==> src/rtl/axis_i2c_cmd_seq.sv <==
// axis_i2c_cmd_seq: parses a 32-bit AXI-Stream command stream into I2C
// transactions, queues them, issues them to the single-master engine and
// returns masked, tagged read data on a response stream.
module axis_i2c_cmd_seq #(
  parameter int BUS_COUNT = 1,
  parameter int BUS_BITS  = (BUS_COUNT == 1) ? 1 : $clog2(BUS_COUNT),
  parameter int CMD_DEPTH = 8,
  parameter int CNT_BITS  = $clog2(CMD_DEPTH) + 1
) (
  input  logic                clk,
  input  logic                rst,
  input  logic [31:0]         s_cmd_data,
  input  logic                s_cmd_valid,
  output logic                s_cmd_ready,
  output logic [BUS_BITS-1:0] m_i2c_busno,
  output logic [2:0]          m_i2c_wrlen,
  output logic [2:0]          m_i2c_rdlen,
  output logic [6:0]          m_i2c_addr,
  output logic [31:0]         m_i2c_data,
  output logic                m_i2c_valid,
  input  logic                m_i2c_ready,
  input  logic [31:0]         s_rx_data,
  input  logic                s_rx_valid,
  output logic                s_rx_ready,
  output logic [31:0]         m_rsp_data,
  output logic [7:0]          m_rsp_tag,
  output logic                m_rsp_valid,
  input  logic                m_rsp_ready,
  output logic [CNT_BITS-1:0] cmd_pending,
  output logic                cmd_err
);
  localparam int PTR_BITS = $clog2(CMD_DEPTH);

  typedef struct packed {
    logic [7:0]          tag;
    logic [BUS_BITS-1:0] busno;
    logic [2:0]          wrlen;
    logic [2:0]          rdlen;
    logic [6:0]          addr;
    logic [31:0]         data;
  } cmd_t;

  typedef enum logic {HDR, DATA} pstate_t;

  pstate_t             state;
  cmd_t                hdr_q, hdr_dec, push_cmd, head, iss;
  cmd_t                mem [CMD_DEPTH];
  logic [PTR_BITS-1:0] wr_ptr, rd_ptr;
  logic [CNT_BITS-1:0] count;
  logic                fifo_full, fifo_empty, push, pop;
  logic                beat_acc, hdr_bad, hdr_long;
  logic                rd_outstanding, rd_block, i2c_acc, rx_acc;
  logic [7:0]          lat_tag;
  logic [2:0]          lat_rdlen;
  logic [31:0]         rx_mask;

  // Header decode straight off the stream
  always_comb begin
    hdr_dec       = '0;
    hdr_dec.tag   = s_cmd_data[31:24];
    hdr_dec.busno = s_cmd_data[16 +: BUS_BITS];
    hdr_dec.wrlen = s_cmd_data[10:8];
    hdr_dec.rdlen = s_cmd_data[14:12];
    hdr_dec.addr  = s_cmd_data[6:0];
  end

  assign hdr_bad  = (hdr_dec.wrlen > 3'd4) || (hdr_dec.rdlen > 3'd4) ||
                    (hdr_dec.wrlen == 3'd0 && hdr_dec.rdlen == 3'd0) ||
                    (int'(s_cmd_data[19:16]) >= BUS_COUNT);
  // Headers that push nothing this beat (dropped, or waiting for data)
  // can be taken even when the FIFO is full.
  assign hdr_long = !hdr_bad && (hdr_dec.wrlen != 3'd0);

  assign fifo_full   = (count == CNT_BITS'(CMD_DEPTH));
  assign fifo_empty  = (count == '0);
  assign cmd_pending = count;

  // Command-stream ready; held low through reset
  always_comb begin
    s_cmd_ready = 1'b0;
    if (!rst) begin
      if (state == HDR) s_cmd_ready = !fifo_full || hdr_bad || hdr_long;
      else              s_cmd_ready = !fifo_full;
    end
  end

  assign beat_acc = s_cmd_valid && s_cmd_ready;
  assign push     = beat_acc && ((state == DATA) || (!hdr_bad && !hdr_long));

  // Entry to enqueue: header-only commands carry a zero payload
  always_comb begin
    push_cmd = hdr_dec;
    if (state == DATA) begin
      push_cmd      = hdr_q;
      push_cmd.data = s_cmd_data;
    end
  end

  // Parser FSM: header latch and malformed-header pulse
  always_ff @(posedge clk or posedge rst) begin
    if (rst) begin
      state   <= HDR;
      hdr_q   <= '0;
      cmd_err <= 1'b0;
    end else begin
      cmd_err <= beat_acc && (state == HDR) && hdr_bad;
      if (beat_acc) begin
        case (state)
          HDR: if (hdr_long) begin
            hdr_q <= hdr_dec;
            state <= DATA;
          end
          DATA: state <= HDR;
          default: state <= HDR;
        endcase
      end
    end
  end

  // FIFO storage; contents need no reset since occupancy gates reads
  always_ff @(posedge clk) begin
    if (push) mem[wr_ptr] <= push_cmd;
  end

  // FIFO pointers and occupancy
  always_ff @(posedge clk or posedge rst) begin
    if (rst) begin
      wr_ptr <= '0;
      rd_ptr <= '0;
      count  <= '0;
    end else begin
      if (push) wr_ptr <= wr_ptr + 1'b1;
      if (pop)  rd_ptr <= rd_ptr + 1'b1;
      case ({push, pop})
        2'b10:   count <= count + 1'b1;
        2'b01:   count <= count - 1'b1;
        default: count <= count;
      endcase
    end
  end

  assign head    = mem[rd_ptr];
  assign i2c_acc = m_i2c_valid && m_i2c_ready;
  assign rx_acc  = s_rx_valid && s_rx_ready;
  // A read in the issue register, accepted or not, also blocks the next read
  assign rd_block = rd_outstanding || (m_i2c_valid && iss.rdlen != 3'd0);
  assign pop = !fifo_empty && (!m_i2c_valid || m_i2c_ready) &&
               !(head.rdlen != 3'd0 && rd_block);

  // Issue register toward the master, read tracking and tag latch
  always_ff @(posedge clk or posedge rst) begin
    if (rst) begin
      iss            <= '0;
      m_i2c_valid    <= 1'b0;
      rd_outstanding <= 1'b0;
      lat_tag        <= '0;
      lat_rdlen      <= '0;
    end else begin
      if (pop) begin
        iss         <= head;
        m_i2c_valid <= 1'b1;
      end else if (m_i2c_ready) begin
        m_i2c_valid <= 1'b0;
      end
      if (i2c_acc && iss.rdlen != 3'd0) begin
        rd_outstanding <= 1'b1;
        lat_tag        <= iss.tag;
        lat_rdlen      <= iss.rdlen;
      end else if (rx_acc) begin
        rd_outstanding <= 1'b0;
      end
    end
  end

  assign m_i2c_busno = iss.busno;
  assign m_i2c_wrlen = iss.wrlen;
  assign m_i2c_rdlen = iss.rdlen;
  assign m_i2c_addr  = iss.addr;
  assign m_i2c_data  = iss.data;

  // Keep only the bytes actually read; rdlen 4 passes the whole word
  always_comb begin
    case (lat_rdlen)
      3'd1:    rx_mask = 32'h0000_00FF;
      3'd2:    rx_mask = 32'h0000_FFFF;
      3'd3:    rx_mask = 32'h00FF_FFFF;
      3'd4:    rx_mask = 32'hFFFF_FFFF;
      default: rx_mask = 32'h0000_0000;
    endcase
  end

  assign s_rx_ready = !rst && !m_rsp_valid;

  // Response holding register
  always_ff @(posedge clk or posedge rst) begin
    if (rst) begin
      m_rsp_valid <= 1'b0;
      m_rsp_data  <= '0;
      m_rsp_tag   <= '0;
    end else if (rx_acc) begin
      m_rsp_valid <= 1'b1;
      m_rsp_data  <= s_rx_data & rx_mask;
      m_rsp_tag   <= lat_tag;
    end else if (m_rsp_ready) begin
      m_rsp_valid <= 1'b0;
    end
  end

endmodule

==> config.mk <==
export PLATFORM = sky130hd
export DESIGN_NAME = axis_i2c_cmd_seq
export DESIGN_NICKNAME = d
export VERILOG_FILES = /design/src/rtl/axis_i2c_cmd_seq.sv
export SDC_FILE = /design/constraint.sdc
export NUM_CORES = 1
export LEC_CHECK = 0
export ABC_AREA = 0
export CAP_MARGIN = 20
export CORE_MARGIN = 1.5
export CORE_UTILIZATION = 40
export DETAILED_ROUTE_END_ITERATION = 16
export GPL_TIMING_DRIVEN = 0
export SYNTH_ARGS = -nofsm -noshare
export SYNTH_HDL_FRONTEND = slang
export SYNTH_SLANG_ARGS = --single-unit
==> constraint.sdc <==
create_clock -name clk -period 7.28 [get_ports clk]
set_input_delay 2.184 -clock clk [delete_from_list [all_inputs] [get_ports clk]]
set_output_delay 2.184 -clock clk [all_outputs]
set_load 0.02 [all_outputs]
Word level (Yosys, flattened, before mapping). Memories as Yosys holds them, arrays and structs flattened. Cells that the tools add are included. W data, S select, Z words.

Bits in registers: 142. Memory bits (writable): 432. Bits of input ports: 70. Output and inout port bits: 95. Word-level logic and storage cells: 97. Memories: 1.

Add/sub/neg operators: 4. Magnitude comparators: 3. Equal/unequal tests: 7. Muxes and demuxes: 15. Bitwise operators: 2. Reductions and logical operators: 42.

Memory list: mem (depth 8, bits a word 54, read ports 1, clocked after Yosys merged registers in 0, wr ports 1, line 47) `cmd_t mem [CMD_DEPTH];`.

Operators with widths (count): $pmux W32 S4 (1); $mux W54 (1); $and A32 B32 Y32 (1); $logic_and A1 B1 Y1 (15); $mux W1 (11); $reduce_bool A3 Y1 (3); $logic_not A1 Y1 (8); $logic_or A1 B1 Y1 (8); $pmux W4 S2 (1); $reduce_bool A2 Y1 (4); $add A3 B1 Y3 const B (2); $eq A3 B2 Y1 const B (2); $gt A3 B3 Y1 const B (2); $logic_not A3 Y1 (2); $add A4 B1 Y4 const B (1); $eq A4 B4 Y1 const B (1); $ge A4 B1 Y1 const B (1); $logic_not A4 Y1 (1); $sub A4 B1 Y4 const B (1); $eq A3 B1 Y1 const B (1); $eq A3 B3 Y1 const B (1); $reduce_and A3 Y1 (1); $eq A2 B1 Y1 const B (1); $eq A2 B2 Y1 const B (1); other kinds (2) (2).

Depth between registers and ports, before layout.
Word-level depth: 13. Mapped depth: 14. Mapped depth without buffers: 11.

Worst setup path after synthesis. No wires, ideal clock.

Kind: input port to flip-flop. From: input rst. To: memory mem[1][0] (netlist bit) (enable). Setup time: 0.532 ns. Arrival: 9.603 ns. Required time: 6.748 ns. Slack: -2.855 ns. Stages on the path: 5. Path buffers: 0. Path through: inv_1 > nand2_1 > a21oi_1 > nand3_1 > nor3_1.

Cells in the longest elaborated chain, start to end: 5.

RTL lines: start, declared (line 11) `input logic rst,`; $mux W1 (line 81) `if (!rst) begin`; $logic_and A1 B1 Y1 (line 87) `assign beat_acc = s_cmd_valid && s_cmd_ready;`; $logic_and A1 B1 Y1 (line 88) `assign push = beat_acc && ((state == DATA) || (!hdr_bad && !hdr_long));`; $mux W1 (line 122) `if (push) mem[wr_ptr] <= push_cmd;`; $mux W1 (not written as such) (line 122); end, declared (line 47).

No other way between the ends.

Final worst setup path.
From: input s_cmd_data[16]. To: output s_cmd_ready.

Cells in the longest elaborated chain, start to end: 7. Elaborated cells between the ends (all ways): 8. Those cells by class: 1 x order compare; 2 x mux; 5 x reduce/logical.

RTL lines: start, declared (line 12) `input logic [31:0] s_cmd_data,`; $ge A4 B1 Y1 (*) (line 69) `(int'(s_cmd_data[19:16]) >= BUS_COUNT);`; $logic_or A1 B1 Y1 (*) (line 68) `(hdr_dec.wrlen == 3'd0 && hdr_dec.rdlen == 3'd0) ||`; $logic_not A1 Y1 (line 72) `assign hdr_long = !hdr_bad && (hdr_dec.wrlen != 3'd0);`; $logic_and A1 B1 Y1 (line 72); $logic_or A1 B1 Y1 (*) (line 82) `if (state == HDR) s_cmd_ready = !fifo_full || hdr_bad || hdr_long;`; $mux W1 (*) (line 82); $mux W1 (*) (line 81); end, declared (line 14) `output logic s_cmd_ready,`.

Mark *: on every way between the ends. The rest lies on a longest branch, timed or not.

==> flow_metrics.py <==
metrics = {
    "timing": {
        "fin_crit_sh": 0.916,
        "skew_ns": 0.0185,
        "max_freq_ghz": 0.150,
        "worst_pin_slew_ns": 1.02,
        "setup_viol": 0,
        "hold_ws_ns": 0.484,
        "slew_headroom": 0.319,
        "min_period_ns": 6.67,
        "rsz0062_at_grt": "false",
        "finalHoldViolations": 0,
        "tns_ns": 0,
        "slew_viol_final": 0,
    },
    "run_status": {
        "outcome": "finished clean",
    },
    "grt": {
        "grt_pass1_wl_mm": 73.9,
        "grt_overflow": 0,
        "grt_max_degree": 35,
        "track_usage": 0.175,
        "grt_pass1_vias": 11602,
        "grt_antenna_before_repair": 1,
    },
    "worst_setup_path": {
        "reg2reg_to": "cmd_pending[3]",
        "r2r_start": "rd_ptr[1]",
        "setup.worst_path.start_class": "primary input",
        "cp-startpoint": "s_cmd_data[16]",
        "crit_path_max_incr_delay_ns": 0.57,
        "crit_chain": "clkdlybuf4s50_1 -> nor4_1 -> and3_1 -> a31o_2 -> a31oi_1 -> clkdlybuf4s50_1",
        "path_buf_inv": 2,
        "cpMaxStageDelayCell": "clkdlybuf4s50_1",
        "r2r_cells": 14,
        "end_kind": "output pin",
        "rrSetupSlack_ns": 3.48,
        "cp_top_family": "buffers and inverters",
        "crit_path_max_fanout": 5,
        "worstPathRequired_ns": 5.10,
        "crit_type": "primary input to output pin",
        "crit_top_cell": "clkdlybuf4s50_1",
        "cp.arrival_ns": 4.49,
    },
    "yosys": {
        "netlist_top_cells_count": "edfxtp_1 (432), dfrtp_1 (142), mux2_2 (138), mux4_2 (108), buf_4 (46)",
        "synth-compound-area-share": 0.0176,
        "synth-xor-area-share": 0.00312,
        "synth_area_um2": 22500,
        "synth_fp_nets": 1177,
        "synthAdderAreaFrac": 0.00368,
        "yosysWarnings": 0,
        "synth-edff-count": 432,
        "ys_seq_area_frac": 0.736,
        "yosys-top-cells-area": "edfxtp_1 (58%), dfrtp_1 (16%), mux4_2 (11%)",
        "synthDistinctLibCells": 38,
        "synth-simple-area-share": 0.0196,
        "syn_area_per_cell_um2": 20.4,
        "yosysMostFrequentCell": "edfxtp_1",
        "postSynthCellCount": 1101,
        "synth_ff_type": "edfxtp_1",
        "muxShareOfSynthArea": 0.193,
        "synth_top_family_by_area": "multiplexers",
        "synth_top_cell_area_share": 0.578,
        "synthArstFlopShare": 0.247,
        "synth_area_leader_cell": "edfxtp_1",
        "ys_ff_latch": 574,
    },
    "cts": {
        "htree_levels": 2,
        "clockBufferDepth": 3,
        "cts-hold-fix-buffers": 0,
        "cts_tree": "built",
        "numCtsBuffers": 59,
        "clkTransAtPathRegs_ns": 0.06,
        "clock-sinks": 574,
        "cts_root_buffer": "clkbuf_16",
        "post-cts-setup-buffers": 0,
        "clkLatencyLatePin_ns": 0.61,
        "cts_resized": 0,
    },
    "placement": {
        "gp_congestion": 0.701,
        "hpwlAfterDp_mm": 31.7,
        "port_buffers": 164,
        "placed_area_um2": 25600,
    },
    "final_layout": {
        "fin_nets": 1428,
        "fin_area_um2": 27700,
        "layout-drive-gt1-share": 0.310,
        "postLayoutCoreUtil": 0.501,
        "syn_to_final_growth_pct": 23.4,
    },
    "drt": {
        "vias": 11051,
        "drt-wirelength-per-cell_um": 22.8,
        "first_pass_iters": 5,
        "drt_first_iter_violations": 794,
        "met1_length_mm": 22.2,
        "routed_wirelength_mm": 49.0,
        "wl_met2_mm": 23.3,
        "dr_wl_met3_mm": 2.65,
        "top_layer": "met4",
        "drc_errors": 0,
        "drt.antenna.violating_nets": 0,
        "vias_per_cell": 5.14,
    },
    "pwr": {
        "comb_power_share": 0.312,
        "cellPowerDensity_nw_per_um2": 379,
        "p_seq_frac": 0.384,
        "switching_share": 0.280,
        "p_int_mw": 7.56,
        "p_sw_mw": 2.94,
        "pwr-share-clk": 0.304,
        "power_leakage_nw": 10.0,
        "peakVddDrop_mv": 0.257,
    },
    "flow_run": {
        "cap_violations": 0,
    },
    "die": {
        "io-pin-count": 165,
        "die-area_um2": 57600,
        "rows": 86,
        "die_width_um": 240,
        "start_util": 0.406,
        "core_area_um2": 55300,
        "die_y_um": 240,
    },
    "worst_hold_path": {
        "min_to": "rd_outstanding",
        "hold_path_class": "register to register",
        "worstHoldStart": "rd_outstanding",
        "whs_path_depth": 2,
    },
}
[cell usage in the layout (no fill, tap or decap), drive strengths merged, types with 2 or more instances in the layout]
master,netlist,layout
clkinv,0,14
nor2,11,11
bufinv,0,11
nand2b,4,4
xnor2,4,4
edfxtp,432,432
mux2i,7,7
a21o,2,2
nor3,6,6
mux4,108,108
nand3b,2,2
o21ai,8,8
a21oi,6,6
inv,9,8
and2,32,32
xor2,4,4
a22o,32,32
dfrtp,142,142
clkdlybuf4s50,0,164
a31oi,2,2
buf,69,95
nand3,2,2
ha,5,5
nor4,2,2
mux2,163,163
clkinvlp,0,4
clkbuf,25,108
nand2,13,13
or2,2,2
nor2b,2,2
[worst register-to-register path: stages, from the launching register on]
cell and delay (ns):
dfrtp_1 0.35, buf_2 0.26, mux4_2 0.54, mux2i_1 0.38
a31oi_1 0.23, nor3_2 0.20, buf_4 0.31, buf_6 0.24
ha_1 0.23, ha_1 0.24, a21o_1 0.17, a21oi_1 0.17
xnor2_1 0.13, nor2_1 0.07, xor2_1 0.14
[registers in the layout, indices dropped and copies added, names as in the netlist, 3 cells and up]
name,count
mem,432
m_i2c_data,32
m_rsp_data,32
hdr_q,22
iss,8
lat_tag,8
m_rsp_tag,8
m_i2c_addr,7
cmd_pending,4
lat_rdlen,3
m_i2c_rdlen,3
m_i2c_wrlen,3
rd_ptr,3
wr_ptr,3
[worst max path at each step]
stage,endpoint,cells after the start
after CTS,s_cmd_ready,6
after detailed placement,s_cmd_ready,6
after global placement,mem[3][34],6
after global routing,s_cmd_ready,6
after floorplan,mem[7][0],5
final,s_cmd_ready,6
[final cells by class]
type	count	area, µm²
antenna	1	2.50
clock buffer	83	1650
timing repair buffer	190	2190
sequential	574	16500
clock inverter	28	414
buffer	94	566
fill	4502	27600
tap	748	936
multi-input combinational	424	5390
inverter	9	37.5
[power groups by stage]
stage	Sequential, mW	Combinational (mW)	Clock (mW)
after floorplan	4.17	2.11	0
after global placement	4.09	3.30	0
after detailed placement	4.10	3.34	0
after CTS	4.04	3.35	3.26
after global routing	4.07	3.53	3.39
final	4.03	3.28	3.19
[metrics by stage]
stage	total power, mW	setup WS (ns)	std cells
3_5_place_dp	7.44	0.545	2038
4_1_cts	10.6	0.539	2149
2_1_floorplan	6.28	0.170	1101
5_1_grt	11.0	0.521	2150
6_report	10.5	0.609	2151
3_3_place_gp	7.39	-4.52	2013
[metal layers]
metal / global-route usage / up-vias
li1: - / 4848
met1: 0.251 / 5832
met2: 0.278 / 305
met3: 0.0305 / 66
met4: 0.0446 / 0
met5: 0 / -
[cell families (layout without fill, tap and decap cells)]
kind of cell / Yosys count / after routing
other: 0 / 1
adder cells (fa/ha/maj): 6 / 6
XOR/XNOR: 8 / 8
multiplexers: 278 / 278
buffers and inverters: 103 / 404
AO/OA/AOI/OAI: 52 / 52
flip-flops: 574 / 574
AND/OR/NAND/NOR: 80 / 80
Power figures use the tool's default switching activity.
